[src/rtl/ram_fifo_pkg.sv]
// Shared types and helpers for the RAM-backed FIFO controller.
package ram_fifo_pkg;

    // Per-cycle decision for the single RAM port
    typedef enum logic [1:0] {
        OP_IDLE,
        OP_WR,
        OP_RD
    } ram_op_t;

    // Number of words the RAM holds for a given address width
    function automatic int unsigned fifo_depth(input int unsigned addr_width);
        return 32'd1 << addr_width;
    endfunction

endpackage

[src/rtl/ram_fifo_ctrl.sv]
// Controller that runs a separate-I/O single-port RAM as a circular FIFO:
// write/read pointers, full/empty, port arbitration and a one-word output
// register fed from the RAM's registered read data.
module ram_fifo_ctrl
    import ram_fifo_pkg::*;
#(
    parameter int unsigned DATA_WIDTH = 8,
    parameter int unsigned ADDR_WIDTH = 8
) (
    input  logic                  clk,
    input  logic                  rst,
    input  logic                  in_valid,
    output logic                  in_ready,
    input  logic [DATA_WIDTH-1:0] in_data,
    output logic                  out_valid,
    input  logic                  out_ready,
    output logic [DATA_WIDTH-1:0] out_data,
    output logic                  ram_we,
    output logic [ADDR_WIDTH-1:0] ram_addr,
    output logic [DATA_WIDTH-1:0] ram_wdata,
    input  logic [DATA_WIDTH-1:0] ram_rdata,
    output logic [ADDR_WIDTH:0]   count
);

    localparam int unsigned PTR_W = ADDR_WIDTH + 1;
    localparam logic [ADDR_WIDTH:0] DEPTH = PTR_W'(fifo_depth(ADDR_WIDTH));

    logic [ADDR_WIDTH:0] wr_ptr;
    logic [ADDR_WIDTH:0] rd_ptr;
    logic                rd_pend;
    logic                empty;
    logic                full;
    logic                out_free;
    logic                rd_issue;
    ram_op_t             op;

    // Extra pointer MSB distinguishes full from empty
    assign count    = wr_ptr - rd_ptr;
    assign empty    = (count == '0);
    assign full     = (count == DEPTH);
    assign out_free = !out_valid || out_ready;

    // A read needs a word, no read in flight and room in the output register;
    // the rd_pend term limits reads to every other cycle so writes get a turn
    assign rd_issue = !rst && !empty && !rd_pend && out_free;
    assign in_ready = !rst && !full && !rd_issue;

    // Arbitrate the single RAM port: reads win, writes take the rest
    always_comb begin
        op = OP_IDLE;
        if (rd_issue) begin
            op = OP_RD;
        end else if (in_valid && in_ready) begin
            op = OP_WR;
        end
    end

    // Drive the RAM port from the arbitration decision; idle parks on rd_ptr
    always_comb begin
        ram_we    = 1'b0;
        ram_addr  = '0;
        ram_wdata = '0;
        if (!rst) begin
            if (op == OP_WR) begin
                ram_we    = 1'b1;
                ram_addr  = wr_ptr[ADDR_WIDTH-1:0];
                ram_wdata = in_data;
            end else begin
                ram_addr  = rd_ptr[ADDR_WIDTH-1:0];
            end
        end
    end

    // Pointer advance, read-pending tracking and output register load/drain
    always_ff @(posedge clk or posedge rst) begin
        if (rst) begin
            wr_ptr    <= '0;
            rd_ptr    <= '0;
            rd_pend   <= 1'b0;
            out_valid <= 1'b0;
            out_data  <= '0;
        end else begin
            if (op == OP_WR) begin
                wr_ptr <= wr_ptr + 1'b1;
            end
            if (op == OP_RD) begin
                rd_ptr <= rd_ptr + 1'b1;
            end
            rd_pend <= (op == OP_RD);
            // A load only follows a read issued into a free register, so it
            // may safely override the drain
            if (rd_pend) begin
                out_data  <= ram_rdata;
                out_valid <= 1'b1;
            end else if (out_valid && out_ready) begin
                out_valid <= 1'b0;
            end
        end
    end

endmodule
[config.mk]
export PLATFORM = sky130hd
export DESIGN_NAME = ram_fifo_ctrl
export DESIGN_NICKNAME = d
export VERILOG_FILES = /design/src/rtl/ram_fifo_pkg.sv /design/src/rtl/ram_fifo_ctrl.sv
export SDC_FILE = /design/constraint.sdc
export NUM_CORES = 1
export LEC_CHECK = 0
export ABC_AREA = 1
export ABC_CLOCK_PERIOD_IN_PS = 7900
export CAP_MARGIN = 20
export CORE_ASPECT_RATIO = 1.2
export CORE_MARGIN = 2
export CORE_UTILIZATION = 50
export CTS_CLUSTER_DIAMETER = 120
export DETAILED_ROUTE_END_ITERATION = 8
export PLACE_DENSITY = 0.93
export SLEW_MARGIN = 20
export SYNTH_ARGS = -nofsm -noshare
export SYNTH_HDL_FRONTEND = slang
export SYNTH_SLANG_ARGS = --single-unit
[constraint.sdc]
create_clock -name clk -period 7.9 [get_ports clk]
set_clock_uncertainty 0.1 [all_clocks]
set_input_delay 1.58 -clock clk [delete_from_list [all_inputs] [get_ports clk]]
set_output_delay 1.58 -clock clk [all_outputs]
set_load 0.03 [all_outputs]
==> run_results.csv, run 1 <==
group,metric,value,unit
sta,rsz0062_at_grt,"false",
grt,grt_usage,21.1,%
placement,place_hpwl,3650,um
cts,clk_latency,0.27,ns
pwr,power.share.combinational,72.5,%
detailed_routing,drt-met1-wl,1910,um
sta,post-route-period-util,74.6,%
cts,cts_buffers,3,
sta,hold_violations,0,
pwr,irDropWorstVdd,0.000515,V
detailed_routing,wl_per_cell,11.9,um
pwr,cell_internal_pwr,568,uW
worst_setup_path,r2r_end,"wr_ptr[4]",
floorplanning,core-area,3910,um^2
outcome,status,"complete, no violations",
floorplanning,die_w,62.3,um
pwr,sw_frac_of_total,52.5,%
cells_and_area,finalNonFillerCells,388,
cells_and_area,syn_to_final_growth,30.1,%
pwr,seqPwrFrac,21.1,%
worst_setup_path,r2r_start,"wr_ptr[0]",
detailed_routing,routed_wl,4600,um
worst_setup_path,required,6.22,ns
pwr,p_sw,627,uW
placement,post_dp_cell_area,2610,um^2
cells_and_area,drive_above_1_share,6.29,%
worst_setup_path,cp_max_fo,37,
pwr,clkPwrFrac,6.4,%
cts,clock_sinks,28,
placement,io_buffers,55,
cts,clk_pin_slew_worst_paths,0.09,ns
detailed_routing,vias,1938,
yosys,synth_area,2040,um^2
detailed_routing,wl_met2,2230,um
detailed_routing,avgViaCountPerCell,4.99,
detailed_routing,antenna_left,0,
worst_setup_path,cp-start-kind,"input pin",
min_path,min-delay-start,"out_data[4]",
yosys,avgSynthCellArea,7.22,um^2
cts,postCtsSetupBuffers,0,
cells_and_area,final_area,2650,um^2
detailed_routing,routed-wl-met3,311,um
cts,cts_hold_buf,0,
grt,antenna_found_initial,0,
flow_run,maxCapViolCount,0,
placement,gp_congestion,0.941,
pwr,power_density,451,nW/um^2
floorplanning,die_y,73.9,um
sta,worst_pin_slew,0.724,ns
detailed_routing,drt_iter0_markers,70,
sta,slew_headroom,51.7,%
worst_setup_path,arrival,4.21,ns
cells_and_area,final_nets,367,
yosys,yosys_warnings,0,
worst_setup_path,crit_path_end_kind,"output pin",
grt,grt_overflow,0,
sta,finalSetupViolCount,0,
floorplanning,rows,25,
placement,dp_cells,385,
yosys,synth_cell_types,29,
sta,fmax,170,MHz
sta,fin_crit,5.89,ns
grt,grt_pass1_wl,7910,um
grt,grt_max_degree,38,
pwr,p_leak,1.35,nW
floorplanning,floorplan.die_area,4600,um^2
yosys,syn-num-nets,313,
yosys,seq_area_frac_synth,34.4,%
sta,setup_tns,0,ns
min_path,hp-class,"reg2reg",
cts,cts-root-buf,"clkbuf_8",
sta,slew_violations,0,
worst_setup_path,reg2regPathDepth,16,
detailed_routing,top_layer_used,"met4",
detailed_routing,firstDrtPassIters,4,
cts,cts_tree,"done",
worst_setup_path,regToRegSetupSlack,4.95,ns
cts,clockBufferDepth,2,
cells_and_area,diodes,0,
yosys,synth-seq-cells,28,
min_path,holdPathStages,2,
yosys,synthCells,282,
detailed_routing,drc,0,
floorplanning,pin_count,56,
cts,post_cts_resized,0,
cts,h-tree-depth,1,
worst_setup_path,critPathKind,"in2out",
floorplanning,initial_core_util,52.1,%
min_path,worstHoldEndpoint,"out_data[4]",
grt,grt_pass1_vias,1825,
## power groups by stage
stage	Combinational, mW	Clock, mW	Sequential (mW)
floorplan	0.593	0	0.256
global placement	0.851	0	0.250
detailed placement	0.869	0	0.253
CTS	0.872	0.0766	0.250
global route	0.947	0.0834	0.259
finish	0.866	0.0767	0.252
## registers in the layout (all words and copies together), names as in the netlist
signal     cells
out_valid      1
rd_ptr         9
rd_pend        1
out_data       8
wr_ptr         9
## cells in the final DEF (no fill, tap or decap), types with 2 or more instances in the layout
master           instances
a21oi_1                  6
clkbuf_8                 3
clkdlybuf4s50_1         55
dfrtp_1                 28
ha_1                    10
inv_1                   45
inv_2                    2
nand2_1                 85
nand2_2                  5
nand3_1                 17
nand3_2                  3
nand3_4                  2
nand4_1                  3
nor2_1                  24
nor2_4                   2
nor3_1                   3
o21ai_0                  2
o21ai_1                 11
o21ai_2                  3
xnor2_1                  3
xor2_1                  15
## how the worst max path moves through the flow
stage                   start          end
floorplan           wr_ptr[0]  ram_addr[6]
global placement          rst  ram_addr[5]
detailed placement        rst  ram_addr[5]
CTS                       rst  ram_addr[5]
global route              rst  ram_addr[5]
finish                    rst  ram_addr[5]
## synthesized netlist by cell type (all sizes together)
cell | instances | area [um^2]
xor2 | 15 | 131
nor3 | 3 | 15.0
o21ai | 16 | 91.3
fa | 1 | 20.0
nand3 | 22 | 150
clkinv | 1 | 3.75
nor2 | 26 | 113
nand2 | 90 | 350
inv | 47 | 176
a21oi | 6 | 30.0
buf | 6 | 47.5
xnor2 | 3 | 26.3
nand3b | 1 | 7.51
or2 | 2 | 15.0
ha | 10 | 125
dfrtp | 28 | 701
nor4 | 1 | 6.26
o21a | 1 | 7.51
nand4 | 3 | 18.8
## worst max-delay path: stages
cell             delay (ns)
clkdlybuf4s50_1        0.45
inv_2                  0.55
nand3_4                0.44
inv_2                  0.33
nand2_1                0.09
nand2_1                0.07
clkdlybuf4s50_1        0.67
## kinds of logic (layout without fill, tap and decap cells)
kind of cell    Yosys count  after routing  share of synthesized area [%]
xor+xnor                 18             18                           7.74
buf+inv                  54            106                           11.2
flops                    28             28                           34.4
simple gates            148            148                           33.2
compound gates           23             23                           6.33
fa+ha+maj                11             11                           7.13
## layer usage
metal  vias to the layer above  global-route usage (%)
li1                        967                       -
met1                       880                    25.9
met2                        76                    38.0
met3                        15                    3.37
met4                         0                    8.15
met5                         -                       0
## final cells by class
type | instances | area (um^2)
Fill cell | 324 | 1260
Clock buffer | 3 | 41.3
Inverter | 48 | 180
Sequential cell | 28 | 701
Multi-Input combinational cell | 200 | 1110
Timing Repair Buffer | 55 | 551
Tap cell | 54 | 67.6
## through the flow
stage | utilization, % | setup slack, ns | hold slack, ns | total power, mW
finish | 67.7 | 2.01 | 0.380 | 1.19
global route | 67.7 | 1.72 | 0.409 | 1.29
CTS | 67.7 | 1.96 | 0.382 | 1.20
detailed placement | 66.7 | 1.95 | 0.361 | 1.12
global placement | 66.7 | 2.04 | 0.355 | 1.10
floorplan | - | 3.35 | 0.383 | 0.849
Note: power is estimated with default switching activity, not from simulation.
==> run 2: changes to the inputs <==
--- a/config.mk
+++ b/config.mk
@@ -6,14 +6,14 @@
 export NUM_CORES = 1
 export LEC_CHECK = 0
 export ABC_AREA = 1
-export ABC_CLOCK_PERIOD_IN_PS = 7900
+export ABC_CLOCK_PERIOD_IN_PS = 4800
 export CAP_MARGIN = 20
 export CORE_ASPECT_RATIO = 1.2
 export CORE_MARGIN = 2
-export CORE_UTILIZATION = 50
+export CORE_UTILIZATION = 44
 export CTS_CLUSTER_DIAMETER = 120
 export DETAILED_ROUTE_END_ITERATION = 8
-export PLACE_DENSITY = 0.93
+export PLACE_DENSITY = 0.87
 export SLEW_MARGIN = 20
 export SYNTH_ARGS = -nofsm -noshare
 export SYNTH_HDL_FRONTEND = slang
==> constraint.sdc (replaced) <==
create_clock -name clk -period 4.8 [get_ports clk]
set_clock_uncertainty 0.1 [all_clocks]
set_input_delay 0.96 -clock clk [delete_from_list [all_inputs] [get_ports clk]]
set_output_delay 0.96 -clock clk [all_outputs]
set_load 0.03 [all_outputs]
==> run 2 against run 1 <==
Non-clock buffer count grew 1. Register-to-register slack lost 3.0 ns. Setup slack lost 1.8 ns. Combinational power grew 67%. Worst hold slack lost 0.0013 ns. Critical endpoint is now ram_wdata[1]. Largest cell class unchanged. Highest routed layer unchanged.
==> run_results.csv, run 2 (synthesized netlist as in run 1, its figures left out) <==
group,metric,value,unit
outcome,status,"complete, no violations",
cts,cts-root-buf,"clkbuf_8",
cells_and_area,diodes,0,
cells_and_area,mostFrequentLayoutCells,"nand2_1, clkdlybuf4s50_1, inv_1",
pwr,p_leak,1.47,nW
worst_setup_path,critPathKind,"reg2out",
detailed_routing,routed_wl,4920,um
grt,grt_max_degree,37,
floorplanning,initial_core_util,45.0,%
sta,hold_violations,0,
placement,io_buffers,55,
worst_setup_path,cp-start-kind,"flop",
sta,worst_pin_slew,0.420,ns
sta,rsz0062_at_grt,"false",
cts,cts_hold_buf,0,
floorplanning,pin_count,56,
cts,clk_pin_slew_worst_paths,0.10,ns
detailed_routing,vias,1924,
sta,finalSetupViolCount,0,
floorplanning,floorplan.die_area,5190,um^2
cells_and_area,mostFrequentLayoutCell,"nand2_1",
worst_setup_path,cp_max_fo,16,
flow_run,maxCapViolCount,0,
detailed_routing,drc,0,
detailed_routing,avgViaCountPerCell,4.87,
sta,slew_violations,0,
floorplanning,core-area,4530,um^2
cells_and_area,drive_above_1_share,7.12,%
floorplanning,die_w,66.1,um
cts,h-tree-depth,1,
cts,clock_sinks,28,
sta,fmax,219,MHz
worst_setup_path,crit_path_end_kind,"output pin",
sta,worst_slack,0.242,ns
pwr,finalPower,2.05,mW
min_path,hp-class,"reg2reg",
cts,clk_latency,0.28,ns
cells_and_area,final_nets,369,
placement,place_hpwl,3610,um
grt,grt_overflow,0,
grt,grt_usage,19.2,%
floorplanning,die_y,78.5,um
worst_setup_path,required,3.74,ns
pwr,power_density,754,nW/um^2
detailed_routing,firstDrtPassIters,5,
cells_and_area,syn_to_final_growth,33.6,%
cts,postCtsSetupBuffers,0,
cts,cts_buffers,3,
cts,clockBufferDepth,2,
detailed_routing,drt_iter0_markers,86,
grt,antenna_found_initial,0,
detailed_routing,antenna_left,0,
worst_setup_path,arrival,3.50,ns
grt,grt_pass1_vias,1830,
pwr,irDropWorstVdd,0.000875,V
detailed_routing,wl_per_cell,12.5,um
placement,gp_congestion,0.863,
grt,grt_pass1_wl,7940,um
floorplanning,rows,27,
cts,cts_tree,"done",
cells_and_area,post-route-util,60.1,%
sta,fin_crit,4.56,ns
placement,dp_slack,0.335,ns
worst_setup_path,regToRegSetupSlack,1.97,ns
sta,slew_headroom,72.0,%
cells_and_area,largestRegisters,"rd_ptr x9, wr_ptr x9, out_data x8",
sta,post-route-period-util,95.0,%
sta,setup_tns,0,ns
## run 2: final timing paths
| path | start | end | cells after the start |
|---|---|---|---|
| max | wr_ptr[0] | ram_wdata[1] | 15 |
| min | out_data[6] | out_data[6] | 2 |
| max reg2reg | wr_ptr[0] | wr_ptr[0] | 14 |
| min reg2reg | out_data[6] | out_data[6] | 2 |
| max in group asynchronous | rst | wr_ptr[5] | 3 |
| min in group asynchronous | rst | out_valid | 3 |
## run 2: through the flow
stage | cells | area [um^2] | hold slack, ns
global route | 395 | 2720 | 0.405
finish | 395 | 2720 | 0.379
detailed placement | 390 | 2620 | 0.359
CTS | 394 | 2690 | 0.382
global placement | 390 | 2620 | 0.354
floorplan | 282 | 2040 | 0.383
## run 2: power breakdown
group | total (mW) | leakage [nW] | switching, mW | internal, mW
clock | 0.189 | 0.0357 | 0.0776 | 0.112
sequential | 0.412 | 0.351 | 0.0955 | 0.317
combinational | 1.45 | 1.08 | 0.886 | 0.562
total | 2.05 | 1.47 | 1.06 | 0.991
## run 2: timing repair
action / CTS / global route
resized for setup: 0 / 8
endpoints found under the setup margin: 0 / 12
hold endpoints to repair: 0 / 0
## run 2: worst max-delay path, stage by stage, from the launching register on
cell and delay [ns]:
dfrtp_1 0.39, inv_1 0.09, ha_1 0.23, fa_1 0.41
inv_1 0.09, nand2_1 0.05, nand2_1 0.12, nand3_1 0.09
nand2_1 0.10, nand3_1 0.13, nor2_4 0.14, nand3_4 0.10
nand2_2 0.12, nand3_2 0.29, nor2_1 0.17, clkdlybuf4s50_1 0.68
## run 2: layout make-up
cell class | instances | area (um^2)
Clock buffer | 3 | 41.3
Clock inverter | 1 | 30.0
Fill cell | 417 | 1810
Inverter | 48 | 183
Multi-Input combinational cell | 201 | 1120
Sequential cell | 28 | 701
Tap cell | 58 | 72.6
Timing Repair Buffer | 56 | 576
## run 2: per-layer routing
| metal | GRT usage [%] | wire [um] | share of wire (%) | up-vias |
|---|---|---|---|---|
| li1 | - | - | - | 986 |
| met1 | 22.2 | 2050 | 42 | 868 |
| met2 | 35.5 | 2510 | 51 | 62 |
| met3 | 3.01 | 282 | 5.7 | 8 |
| met4 | 6.12 | 76 | 1.5 | 0 |
| met5 | 0 | 0 | 0 | - |
